## config.mk

```make
export PLATFORM = sky130hd
export DESIGN_NAME = alu_issue_stage
export DESIGN_NICKNAME = d
export VERILOG_FILES = /design/src/rtl/alu_issue_stage.sv
export SDC_FILE = /design/constraint.sdc
export NUM_CORES = 1
export LEC_CHECK = 0
export BUFFER_PORTS_ARGS = -buffer_cell sky130_fd_sc_hd__buf_4
export CAP_MARGIN = 20
export CORE_ASPECT_RATIO = 2
export CORE_MARGIN = 1
export CORE_UTILIZATION = 45
export DETAILED_ROUTE_END_ITERATION = 7
export GPL_TIMING_DRIVEN = 0
export MAX_ROUTING_LAYER = met4
export PLACE_DENSITY = 0.7
export SETUP_SLACK_MARGIN = 0.4
export SLEW_MARGIN = 15
export SYNTH_ARGS = -nofsm -noshare
export SYNTH_HDL_FRONTEND = slang
export SYNTH_SLANG_ARGS = --single-unit
```

## constraint.sdc

```tcl
create_clock -name clk -period 2.75 [get_ports clk]
set_clock_uncertainty 0.1 [all_clocks]
set_input_delay 0.275 -clock clk [delete_from_list [all_inputs] [get_ports clk]]
set_output_delay 0.275 -clock clk [all_outputs]
set_load 0.02 [all_outputs]
```

## src/rtl/alu_issue_stage.sv

```systemverilog
// Execute-stage issue register: holds one decoded instruction, resolves operand
// forwarding from MEM/WB and stalls on a load-use hazard against the MEM stage.
module alu_issue_stage #(
  parameter int DATA_WIDTH = 32
) (
  input  logic                  clk,
  input  logic                  resetn,
  input  logic                  de_valid,
  output logic                  de_allowin,
  input  logic [4:0]            de_rs_num,
  input  logic [4:0]            de_rt_num,
  input  logic [DATA_WIDTH-1:0] de_rs_val,
  input  logic [DATA_WIDTH-1:0] de_rt_val,
  input  logic [DATA_WIDTH-1:0] de_imm,
  input  logic                  de_use_imm,
  input  logic [3:0]            de_aluop,
  input  logic [4:0]            de_dest,
  input  logic                  de_is_load,
  input  logic                  mem_valid,
  input  logic                  mem_is_load,
  input  logic [4:0]            mem_dest,
  input  logic [DATA_WIDTH-1:0] mem_result,
  input  logic                  wb_valid,
  input  logic [4:0]            wb_dest,
  input  logic [DATA_WIDTH-1:0] wb_result,
  input  logic                  mem_allowin,
  input  logic                  flush,
  output logic [DATA_WIDTH-1:0] alu_A,
  output logic [DATA_WIDTH-1:0] alu_B,
  output logic [3:0]            alu_op,
  output logic                  ex_to_mem_valid,
  output logic [4:0]            ex_dest,
  output logic                  ex_is_load
);

  logic                  ex_valid_q, ex_valid_d;
  logic [4:0]            rs_num_q, rt_num_q, dest_q;
  logic [DATA_WIDTH-1:0] rs_val_q, rt_val_q, imm_q;
  logic                  use_imm_q, is_load_q;
  logic [3:0]            aluop_q;

  logic                  rs_hit, rt_hit, ready_go;
  logic [DATA_WIDTH-1:0] rs_fwd, rt_fwd;

  // rt only counts as a source when the immediate is not selected for B
  always_comb begin
    rs_hit   = (mem_dest == rs_num_q);
    rt_hit   = !use_imm_q && (mem_dest == rt_num_q);
    ready_go = !(ex_valid_q && mem_valid && mem_is_load &&
                 (mem_dest != '0) && (rs_hit || rt_hit));
  end

  always_comb begin
    rs_fwd = rs_val_q;
    if (rs_num_q != '0) begin
      if (mem_valid && !mem_is_load && (mem_dest == rs_num_q))
        rs_fwd = mem_result;
      else if (wb_valid && (wb_dest == rs_num_q))
        rs_fwd = wb_result;
    end
  end

  always_comb begin
    rt_fwd = rt_val_q;
    if (rt_num_q != '0) begin
      if (mem_valid && !mem_is_load && (mem_dest == rt_num_q))
        rt_fwd = mem_result;
      else if (wb_valid && (wb_dest == rt_num_q))
        rt_fwd = wb_result;
    end
  end

  always_comb begin
    de_allowin      = !ex_valid_q || (ready_go && mem_allowin);
    ex_to_mem_valid = ex_valid_q && ready_go && !flush;
    alu_A           = rs_fwd;
    alu_B           = use_imm_q ? imm_q : rt_fwd;
    alu_op          = aluop_q;
    ex_dest         = dest_q;
    ex_is_load      = is_load_q;
  end

  // flush wins over a same-cycle load; data fields may still load
  always_comb begin
    ex_valid_d = de_allowin ? de_valid : ex_valid_q;
    if (flush)
      ex_valid_d = 1'b0;
  end

  always_ff @(posedge clk or negedge resetn) begin
    if (!resetn) begin
      ex_valid_q <= 1'b0;
      rs_num_q   <= '0;
      rt_num_q   <= '0;
      rs_val_q   <= '0;
      rt_val_q   <= '0;
      imm_q      <= '0;
      use_imm_q  <= 1'b0;
      aluop_q    <= '0;
      dest_q     <= '0;
      is_load_q  <= 1'b0;
    end else begin
      ex_valid_q <= ex_valid_d;
      if (de_allowin) begin
        rs_num_q  <= de_rs_num;
        rt_num_q  <= de_rt_num;
        rs_val_q  <= de_rs_val;
        rt_val_q  <= de_rt_val;
        imm_q     <= de_imm;
        use_imm_q <= de_use_imm;
        aluop_q   <= de_aluop;
        dest_q    <= de_dest;
        is_load_q <= de_is_load;
      end
    end
  end

endmodule

```

==> flow_summary_export.csv <==
group,metric,value,unit
clocking,cts_tree,"done",
sta,worst_pin_slew,1100,ps
power_and_ir_drop,power_density,460,mW/mm2
synthesis,yosys.area.top_type_share,30.8,%
synthesis,synth_top_flop_cell,"dfrtp_1",
sta,setup_violations,98,
synthesis,synth_edf_count,0,
routing,dr.first_iter.drc_count,1816,
clocking,htreeDepth,4,
place,gp_congestion,0.993,
job,cap_violations,0,
synthesis,yosysUniqueCellTypes,39,
floorplan,core_area,0.0209,mm2
critical_path,r2r_cells,12,
critical_path,crit_arrival,2720,ps
global_route,first_global_vias,12400,
critical_path,crit_type,"reg2out",
critical_path,cp-end-kind,"output pin",
floorplan,row_count,75,
finish,final_cells,1916,
synthesis,syn_inst,1268,
critical_path,rr_endpoint,"rs_val_q[21]$_DFFE_PN0P_",
critical_path,r2r_setup_slack,-80,ps
clocking,cts.path.max_buffers,2,
synthesis,ys_seq_elements,118,
min_path,hold_depth,3,
floorplan,die_h,209,um
sta,layout_min_cycle_time,3100,ps
routing,ant_nets,0,
global_route,grt.overflow.total,0,
critical_path,cp-start-kind,"flip-flop",
synthesis,synthTopCellsByArea,"dfrtp_1 31%, a311o_1 11%, mux2i_1 9.8%",
sta,fin_crit_sh,113,%
synthesis,syn_avg_cell_area,7.57,um2
routing,viasPerCell,7.03,
place,dp_cells,1811,
clocking,clkLatencyLatePin,440,ps
sta,grt_setup_unrepaired,"true",
global_route,antenna_found_initial,1,
synthesis,synth_area,0.00960,mm2
finish,final_layout_size_suffix_gt1_share,38.9,%
synthesis,yosysMostFrequentCell,"nand2_1",
status,violations,"DRC, setup timing",
min_path,hold_start,"flush",
clocking,ctsRootBufferMaster,"clkbuf_16",
floorplan,pin_count,275,
routing,num_vias,13500,
synthesis,synthArstFlopShare,100,%
routing,wl_per_cell,28.0,um
finish,layout.nets,1832,
global_route,grt_pass1_wl,74.0,mm
synthesis,ys_warn_count,0,
power_and_ir_drop,ir_drop,0.384,mV
critical_path,cp_max_fo,10,
status,status,"finished with violations",
place,dpl.hpwl,33.0,mm
min_path,min_path_type,"in2reg",
synthesis,synth_nets,1467,
global_route,track_usage,46.3,%
floorplan,start_util,45.9,%
finish,final_util,75.2,%
synthesis,seq_area_frac_synth,30.8,%
synthesis,synth_top_area_cell,"dfrtp_1",
critical_path,r2r_start,"rt_num_q[3]$_DFFE_PN0P_",
sta,relSlewSlack,26.7,%
place,io_buffer_count,273,
critical_path,critical_path_required,2380,ps
sta,slew_viol_final,0,
global_route,grt_max_degree,69,
routing,drc,17,
sta,max_freq,0.323,GHz
synthesis,yosys-top-cells-count,"212 x nand2_1, 133 x nand3_1, 118 x dfrtp_1",
finish,area_delta_synth_final,64.1,%
sta,worst_slack,-345,ps
floorplan,floorplan.die_area,0.0219,mm2
clocking,path_clk_slew,60,ps
sta,hold_viol,0,
clocking,cts_sinks,118,
clocking,cts_buffers,17,
floorplan,die_w,105,um
finish,fillers,1439,
routing,drtPass1Iterations,8,
routing,drt-total-wl,53.6,mm
power_and_ir_drop,fin_total_pwr,7.25,mW
min_path,min_to,"ex_valid_q$_DFFE_PN0P_",
power_and_ir_drop,p_leak,6.65,nW
through the flow:
| stage | hold slack, ps | instance area (um2) | setup slack (ps) | TNS, ps |
|---|---|---|---|---|
| after floorplan | -121 | 9600 | 418 | 0 |
| after global placement | 420 | 12000 | -384 | -3720 |
| after detailed placement | 174 | 12000 | -392 | -4240 |
| after CTS | 0.857 | 14600 | -15.3 | -102 |
| after global routing | 8.82 | 15700 | -327 | -15830 |
| final | 4.87 | 15700 | -345 | -15080 |
logic make-up (layout without fill, tap and decap cells):
| family | after synthesis | in the layout | share of synthesized area (%) |
|---|---|---|---|
| flops | 118 | 118 | 30.8 |
| buf+inv | 142 | 520 | 6.27 |
| mux | 95 | 95 | 9.92 |
| simple gates | 584 | 584 | 26.6 |
| compound gates | 309 | 309 | 24.6 |
| xor+xnor | 20 | 20 | 1.83 |
| other cells | 0 | 1 | 0 |
cell usage in the layout, fill, tap and decap left out, drive strengths merged, types with 2 or more instances in the layout:
cell type | netlist | routed
a21oi | 105 | 105
a221oi | 13 | 13
a2bb2oi | 31 | 31
a311o | 104 | 104
and3 | 14 | 14
buf | 54 | 402
bufinv | 0 | 3
clkbuf | 86 | 105
clkinv | 0 | 5
dfrtp | 118 | 118
dlygate4sd3 | 0 | 2
inv | 2 | 2
mux2i | 94 | 94
nand2 | 212 | 212
nand3 | 133 | 133
nor2 | 111 | 111
nor3 | 108 | 108
nor4 | 2 | 2
o2111ai | 2 | 2
o211ai | 13 | 13
o21ai | 2 | 2
o22ai | 32 | 32
xnor2 | 12 | 12
xor2 | 8 | 8
registers in the layout, indices dropped and copies added, names as in the netlist:
register    flops
ex_valid_q      1
alu_op          4
rs_val_q       32
rt_num_q        5
rt_val_q       32
ex_is_load      1
rs_num_q        5
ex_dest         5
use_imm_q       1
imm_q          32
per-layer routing:
layer	track usage, %	routed length (um)
met1	47.9	16800
met2	73.1	24900
met3	13.2	6180
met4	36.5	5770
met5	-	0
final cells by class:
type / count / area, um2 / area share, %
diodes: 1 / 2.50 / 0.0159
plain buffers: 140 / 1110 / 7.08
clock buffers: 23 / 458 / 2.91
clock inverters: 9 / 126 / 0.803
inverters: 2 / 7.51 / 0.0477
multi-input cells: 1008 / 7520 / 47.8
flip-flops and latches: 118 / 2960 / 18.8
well taps: 269 / 337 / 2.14
repair buffers: 346 / 3220 / 20.4
timing repair:
action / in CTS / in global routing
endpoints found under the setup margin: 184 / 183
gates cloned: 18 / 4
setup buffers: 39 / 9
pin swaps: 98 / 57
hold buffers: 2 / 0
resized for setup: 286 / 194
endpoints found under the hold margin: 51 / 0
power by group:
part	switching, mW	total [mW]	leakage (nW)	internal [mW]
Sequential	0.216	2.14	1.26	1.92
Combinational	1.52	2.76	5.10	1.24
Clock	0.903	2.35	0.285	1.44
Total	2.64	7.25	6.65	4.60
worst max path at each step:
stage                                  from          to  slack, ps  cells after the start
floorplan                       mem_dest[1]  de_allowin        420                      6
global placement                mem_dest[0]   alu_B[26]       -380                      8
detailed placement  rt_num_q[3]$_DFFE_PN0P_   alu_B[26]       -390                      7
CTS                 rs_num_q[0]$_DFFE_PN0P_    alu_A[0]        -20                      9
global route        rs_num_q[1]$_DFFE_PN0P_   alu_A[28]       -330                     10
finish              rs_num_q[1]$_DFFE_PN0P_    alu_A[6]       -350                      9
worst max-delay path: stages, from the launching register on:
cell       delay, ps
dfrtp_2          470
buf_4            170
xnor2_2          200
nand3b_1         140
or2_1            260
buf_6            150
buf_2            210
o22ai_1          330
a2bb2oi_1        130
buf_4            210
Power figures use the tool's default switching activity.
